===== src/rtl/fan_drv.sv =====
// -----------------------------------------------------------------------------
// fan_drv -- fan actuator driver
//
// Turns the fan controller's level request into a soft-started and
// soft-stopped PWM drive. Once the fan reaches full speed it must stay there
// for a minimum on-time before it may ramp down. The driver state is reported
// back so the controller can see what the fan is actually doing.
//
// Ports
//   clk          in   system clock, rising edge
//   rst_n        in   asynchronous active-low reset
//   fan_on       in   on/off request (level, sampled every clk)
//   pwm_out      out  registered PWM drive to the fan
//   duty         out  current ramp duty (latched into the PWM at period end)
//   fan_state    out  00 OFF, 01 RAMP_UP, 10 ON, 11 RAMP_DOWN
//   fan_running  out  high only while in ON
//
// There is no valid/ready handshake on this block: fan_on is a level that is
// re-evaluated on every clock edge and is never latched.
// -----------------------------------------------------------------------------
module fan_drv #(
    parameter int PWM_W       = 4,
    parameter int MAX_DUTY    = 12,
    parameter int DUTY_STEP   = 1,
    parameter int STEP_CYCLES = 4,
    parameter int MIN_ON      = 32
) (
    input  logic             clk,
    input  logic             rst_n,
    input  logic             fan_on,
    output logic             pwm_out,
    output logic [PWM_W-1:0] duty,
    output logic [1:0]       fan_state,
    output logic             fan_running
);

    // Counter widths; kept at least one bit so degenerate parameters still elaborate.
    localparam int SW = (STEP_CYCLES > 1) ? $clog2(STEP_CYCLES) : 1;
    localparam int MW = (MIN_ON > 0) ? $clog2(MIN_ON + 1) : 1;

    localparam logic [PWM_W-1:0] MAX_N     = PWM_W'(MAX_DUTY);
    localparam logic [PWM_W-1:0] STEP_N    = PWM_W'(DUTY_STEP);
    localparam logic [PWM_W:0]   MAX_WIDE  = (PWM_W + 1)'(MAX_DUTY);
    localparam logic [PWM_W:0]   STEP_WIDE = (PWM_W + 1)'(DUTY_STEP);
    localparam logic [PWM_W-1:0] PWM_LAST  = {PWM_W{1'b1}};
    localparam logic [SW-1:0]    STEP_LAST = SW'(STEP_CYCLES - 1);
    localparam logic [MW-1:0]    MIN_LOAD  = MW'(MIN_ON);

    typedef enum logic [1:0] {
        ST_OFF       = 2'b00,
        ST_RAMP_UP   = 2'b01,
        ST_ON        = 2'b10,
        ST_RAMP_DOWN = 2'b11
    } state_e;

    state_e           state_q, state_d;
    logic [PWM_W-1:0] duty_q, duty_d;
    logic [SW-1:0]    step_cnt_q, step_cnt_d;
    logic [MW-1:0]    min_cnt_q, min_cnt_d;
    logic             running_q, running_d;

    logic [PWM_W-1:0] pwm_cnt_q;
    logic [PWM_W-1:0] applied_q;
    logic             pwm_q;

    logic             step_hit;
    logic [PWM_W:0]   duty_up;

    // ------------------------------------------------------------------
    // Ramp / state machine: next-state logic
    // ------------------------------------------------------------------
    always_comb begin
        state_d    = state_q;
        duty_d     = duty_q;
        step_cnt_d = step_cnt_q;
        min_cnt_d  = min_cnt_q;
        step_hit   = (step_cnt_q == STEP_LAST);
        // One bit wider so the increment cannot wrap before the clamp.
        duty_up    = {1'b0, duty_q} + STEP_WIDE;

        case (state_q)
            ST_OFF: begin
                duty_d     = '0;
                step_cnt_d = '0;
                if (fan_on) begin
                    state_d = ST_RAMP_UP;
                end
            end

            ST_RAMP_UP: begin
                if (!fan_on) begin
                    // Abort wins over a coincident step: no increment here.
                    state_d    = ST_RAMP_DOWN;
                    step_cnt_d = '0;
                end else if (step_hit) begin
                    step_cnt_d = '0;
                    if (duty_up >= MAX_WIDE) begin
                        duty_d    = MAX_N;
                        state_d   = ST_ON;
                        min_cnt_d = MIN_LOAD;
                    end else begin
                        duty_d = duty_up[PWM_W-1:0];
                    end
                end else begin
                    step_cnt_d = step_cnt_q + 1'b1;
                end
            end

            ST_ON: begin
                duty_d     = MAX_N;
                step_cnt_d = '0;
                if (!fan_on && (min_cnt_q == '0)) begin
                    state_d = ST_RAMP_DOWN;
                end else if (min_cnt_q != '0) begin
                    min_cnt_d = min_cnt_q - 1'b1;
                end
            end

            ST_RAMP_DOWN: begin
                if (fan_on) begin
                    // Resume from the current duty, not from zero.
                    state_d    = ST_RAMP_UP;
                    step_cnt_d = '0;
                end else if (step_hit) begin
                    step_cnt_d = '0;
                    if ({1'b0, duty_q} <= STEP_WIDE) begin
                        duty_d  = '0;
                        state_d = ST_OFF;
                    end else begin
                        duty_d = duty_q - STEP_N;
                    end
                end else begin
                    step_cnt_d = step_cnt_q + 1'b1;
                end
            end

            default: begin
                state_d    = ST_OFF;
                duty_d     = '0;
                step_cnt_d = '0;
            end
        endcase

        running_d = (state_d == ST_ON);
    end

    always_ff @(posedge clk or negedge rst_n) begin
        if (!rst_n) begin
            state_q    <= ST_OFF;
            duty_q     <= '0;
            step_cnt_q <= '0;
            min_cnt_q  <= '0;
            running_q  <= 1'b0;
        end else begin
            state_q    <= state_d;
            duty_q     <= duty_d;
            step_cnt_q <= step_cnt_d;
            min_cnt_q  <= min_cnt_d;
            running_q  <= running_d;
        end
    end

    // ------------------------------------------------------------------
    // PWM generator. The duty is only picked up on the last count of a
    // period so every period is generated from a single duty value.
    // ------------------------------------------------------------------
    always_ff @(posedge clk or negedge rst_n) begin
        if (!rst_n) begin
            pwm_cnt_q <= '0;
            applied_q <= '0;
            pwm_q     <= 1'b0;
        end else begin
            pwm_cnt_q <= pwm_cnt_q + 1'b1;
            if (pwm_cnt_q == PWM_LAST) begin
                applied_q <= duty_q;
            end
            pwm_q <= (pwm_cnt_q < applied_q);
        end
    end

    assign pwm_out     = pwm_q;
    assign duty        = duty_q;
    assign fan_state   = state_q;
    assign fan_running = running_q;

endmodule


===== config.mk =====
export PLATFORM = sky130hd
export DESIGN_NAME = fan_drv
export DESIGN_NICKNAME = d
export VERILOG_FILES = /design/src/rtl/fan_drv.sv
export SDC_FILE = /design/constraint.sdc
export NUM_CORES = 1
export LEC_CHECK = 0
export CAP_MARGIN = 0
export CORE_MARGIN = 4
export CORE_UTILIZATION = 50
export CTS_CLUSTER_DIAMETER = 40
export DETAILED_ROUTE_END_ITERATION = 6
export PLACE_DENSITY = 0.7
export SKIP_CTS_REPAIR_TIMING = 1
export SLEW_MARGIN = 20
export SYNTH_ARGS = -nofsm -noshare
export SYNTH_HDL_FRONTEND = slang
export SYNTH_SLANG_ARGS = --single-unit
export TNS_END_PERCENT = 100

===== constraint.sdc =====
create_clock -name clk -period 2.15 [get_ports clk]
set_input_delay 0.215 -clock clk [delete_from_list [all_inputs] [get_ports clk]]
set_output_delay 0.215 -clock clk [all_outputs]
set_load 0.05 [all_outputs]

==> impl_metrics.yaml <==
run_status:
  status: "finished clean"
detailed_routing:
  dr_total_vias: 1077
  wire_per_inst_um: 13.24
  drt-vias-per-instance: 5.759
  wl_um: 2475
  drtAntennaViolNets: 0
  firstDrtPassIters: 4
  drtIter0Drc: 46
  drc: 0
synth:
  avgSynthCellArea_um2: 9.621
  yosys_most_used_dff: "dfrtp_1"
  syn_inst: 145
  synthTopCellsByArea: "dfrtp_1 (43%), ha_1 (9.9%), a21oi_1 (3.2%)"
  ys_warn_count: 0
  ys_async_sr_fraction: 1.000
  seq_area_frac_synth: 0.4305
  synthesis.area_mm2: 0.001395
  yosysTopAreaCellShare: 0.4305
  yosysUniqueCellTypes: 42
  yosysTopAreaCell: "dfrtp_1"
  synthTopCellsByCount: "dfrtp_1 (24), ha_1 (11), inv_1 (11), nor2_1 (11), nand2_1 (10)"
  synth-edff-count: 0
  yosysMostFrequentCell: "dfrtp_1"
  synth_seq_cells: 24
  synth_fp_nets: 159
placement:
  io_buffer_count: 10
  gp_congestion: 0.9074
  post-place-ws_ns: 0.3778
  hpwl_um: 1852
global_route:
  overflow: 0
  track_usage: 0.1536
  grt_pass1_vias: 1030
  antenna_found_initial: 0
  grt_pass1_wl_um: 4305
  grt_start_max_net_pins: 25
cells_and_area:
  syn_to_final_growth_pct: 13.09
  seq_area_um2: 600.6
  nFillCells: 219
  drive_above_1_share: 0.1146
  multiInputGateArea_um2: 723.2
  antennaDiodeCount: 0
  final_nets: 172
sta:
  worst_pin_slew_ns: 0.4954
  finalHoldViolations: 0
  timing.fmax_ghz: 0.4902
  layout_setup_ws_ns: 0.1101
  setup_viol: 0
  fin_crit_sh: 0.9488
  slew_headroom: 0.6687
  hold_slack_ns: 0.2395
  slew_violations: 0
  tns_ns: 0
  rsz0062_at_grt: "no"
  period_minus_slack_ns: 2.040
  fin_skew_ns: 0.004673
floorplanning:
  die_w_um: 60.82
  initial_core_util: 0.5434
  rows: 18
  die-area_mm2: 0.003699
  io_pins: 11
  core_mm2: 0.002567
  die_y_um: 60.82
setup_path:
  worst-path-buf-inv: 1
  crit_chain: "clkdlybuf4s50_1"
  path_class: "flip-flop to output port"
  cp.arrival_ns: 1.82
  critical_path.top_delay_family: "buffers and inverters"
  crit_required_ns: 1.93
  worst_setup_path_start_kind: "flip-flop"
  cpPeakStageDelay_ns: 0.89
  cp_max_fo: 14
  cp_slowest_cell: "clkdlybuf4s50_1"
  cp-end-kind: "output port"
cts:
  cts_root_buf: "clkbuf_4"
  cts.clk_slew.worst_paths_ns: 0.13
  clkLatencyLatePin_ns: 0.32
  htree_levels: 1
  clockBufferDepth: 2
  cts-buffers-inserted: 3
  cts_tree: "built"
  cts.sinks: 24
power:
  power_density_mw_per_mm2: 1432
  total_leakage_power_nw: 0.6912
  ir_worst_vdd_mv: 1.034
flow_run:
  cap_violations: 0
min_path:
  min_path_type: "input port to async pin"
-- where the power goes --
part / switching [mW] / internal, mW / leakage (nW)
logic: 0.698 / 0.420 / 0.362
clock network: 0.140 / 0.189 / 0.0279
registers: 0.198 / 0.615 / 0.301
total: 1.04 / 1.22 / 0.691
-- metal layers --
metal,vias up,part of all wire,routed length [um],track usage
met2,16,0.49,1210,0.2641
met4,0,0.0077,19,0.02786
met3,2,0.038,95,0.04468
met1,518,0.46,1150,0.1936
li1,541,-,-,-
met5,-,0,0,0
-- cell families after synthesis --
kind of cell             Yosys count  share of synthesized area
XOR/XNOR                           5                    0.03139
adder cells (fa/ha/maj)           11                    0.09865
AND/OR/NAND/NOR                   48                     0.1937
AO/OA/AOI/OAI                     38                     0.1794
multiplexers                       2                    0.01525
buffers and inverters             17                    0.05112
flip-flops                        24                     0.4305
-- final cells by class --
cell class                      instances  area share
Tap cell                               30     0.02379
Multi-Input combinational cell        104      0.4584
Clock buffer                            3     0.01427
Clock inverter                          1     0.01903
Inverter                               13     0.03093
Sequential cell                        24      0.3807
Timing Repair Buffer                   12     0.07296
-- placed cells by master, fill, tap and decap left out, drive strengths merged, types with 4 or more instances in the layout --
master         instances
a21oi                 10
clkdlybuf4s50         10
dfrtp                 24
ha                    11
inv                   13
nand2                 10
nand2b                 6
nand3                  5
nor2                  11
nor3                   5
o21ai                 10
xor2                   4
-- final timing paths --
check,startpoint,end,slack (ns),cells past startpoint
min reg2reg,step_cnt_q[0],step_cnt_q[0],0.45,1
min,rst_n,applied_q[2],0.24,2
max reg2reg,duty[0],min_cnt_q[1],0.35,5
max,fan_state[0],fan_state[0],0.11,1
min in group clk,step_cnt_q[0],step_cnt_q[0],0.45,1
max in group asynchronous,rst_n,min_cnt_q[5],1.68,2
-- sequential cells by signal, summed over array words and instances, names as in the netlist --
register	flops
applied_q	4
fan_running	1
pwm_cnt_q	4
min_cnt_q	6
fan_state	2
step_cnt_q	2
pwm_out	1
duty	4
-- through the flow --
step / power [mW] / instance area (um2) / instances / util
after global placement: 1.916 / 1525 / 183 / 0.5941
after floorplan: 1.643 / 1395 / 145 / -
after detailed placement: 1.940 / 1525 / 183 / 0.5941
final: 2.259 / 1578 / 187 / 0.6145
after CTS: 2.276 / 1578 / 187 / 0.6145
after global routing: 2.443 / 1578 / 187 / 0.6145
Note: power is estimated with default switching activity, not from simulation.
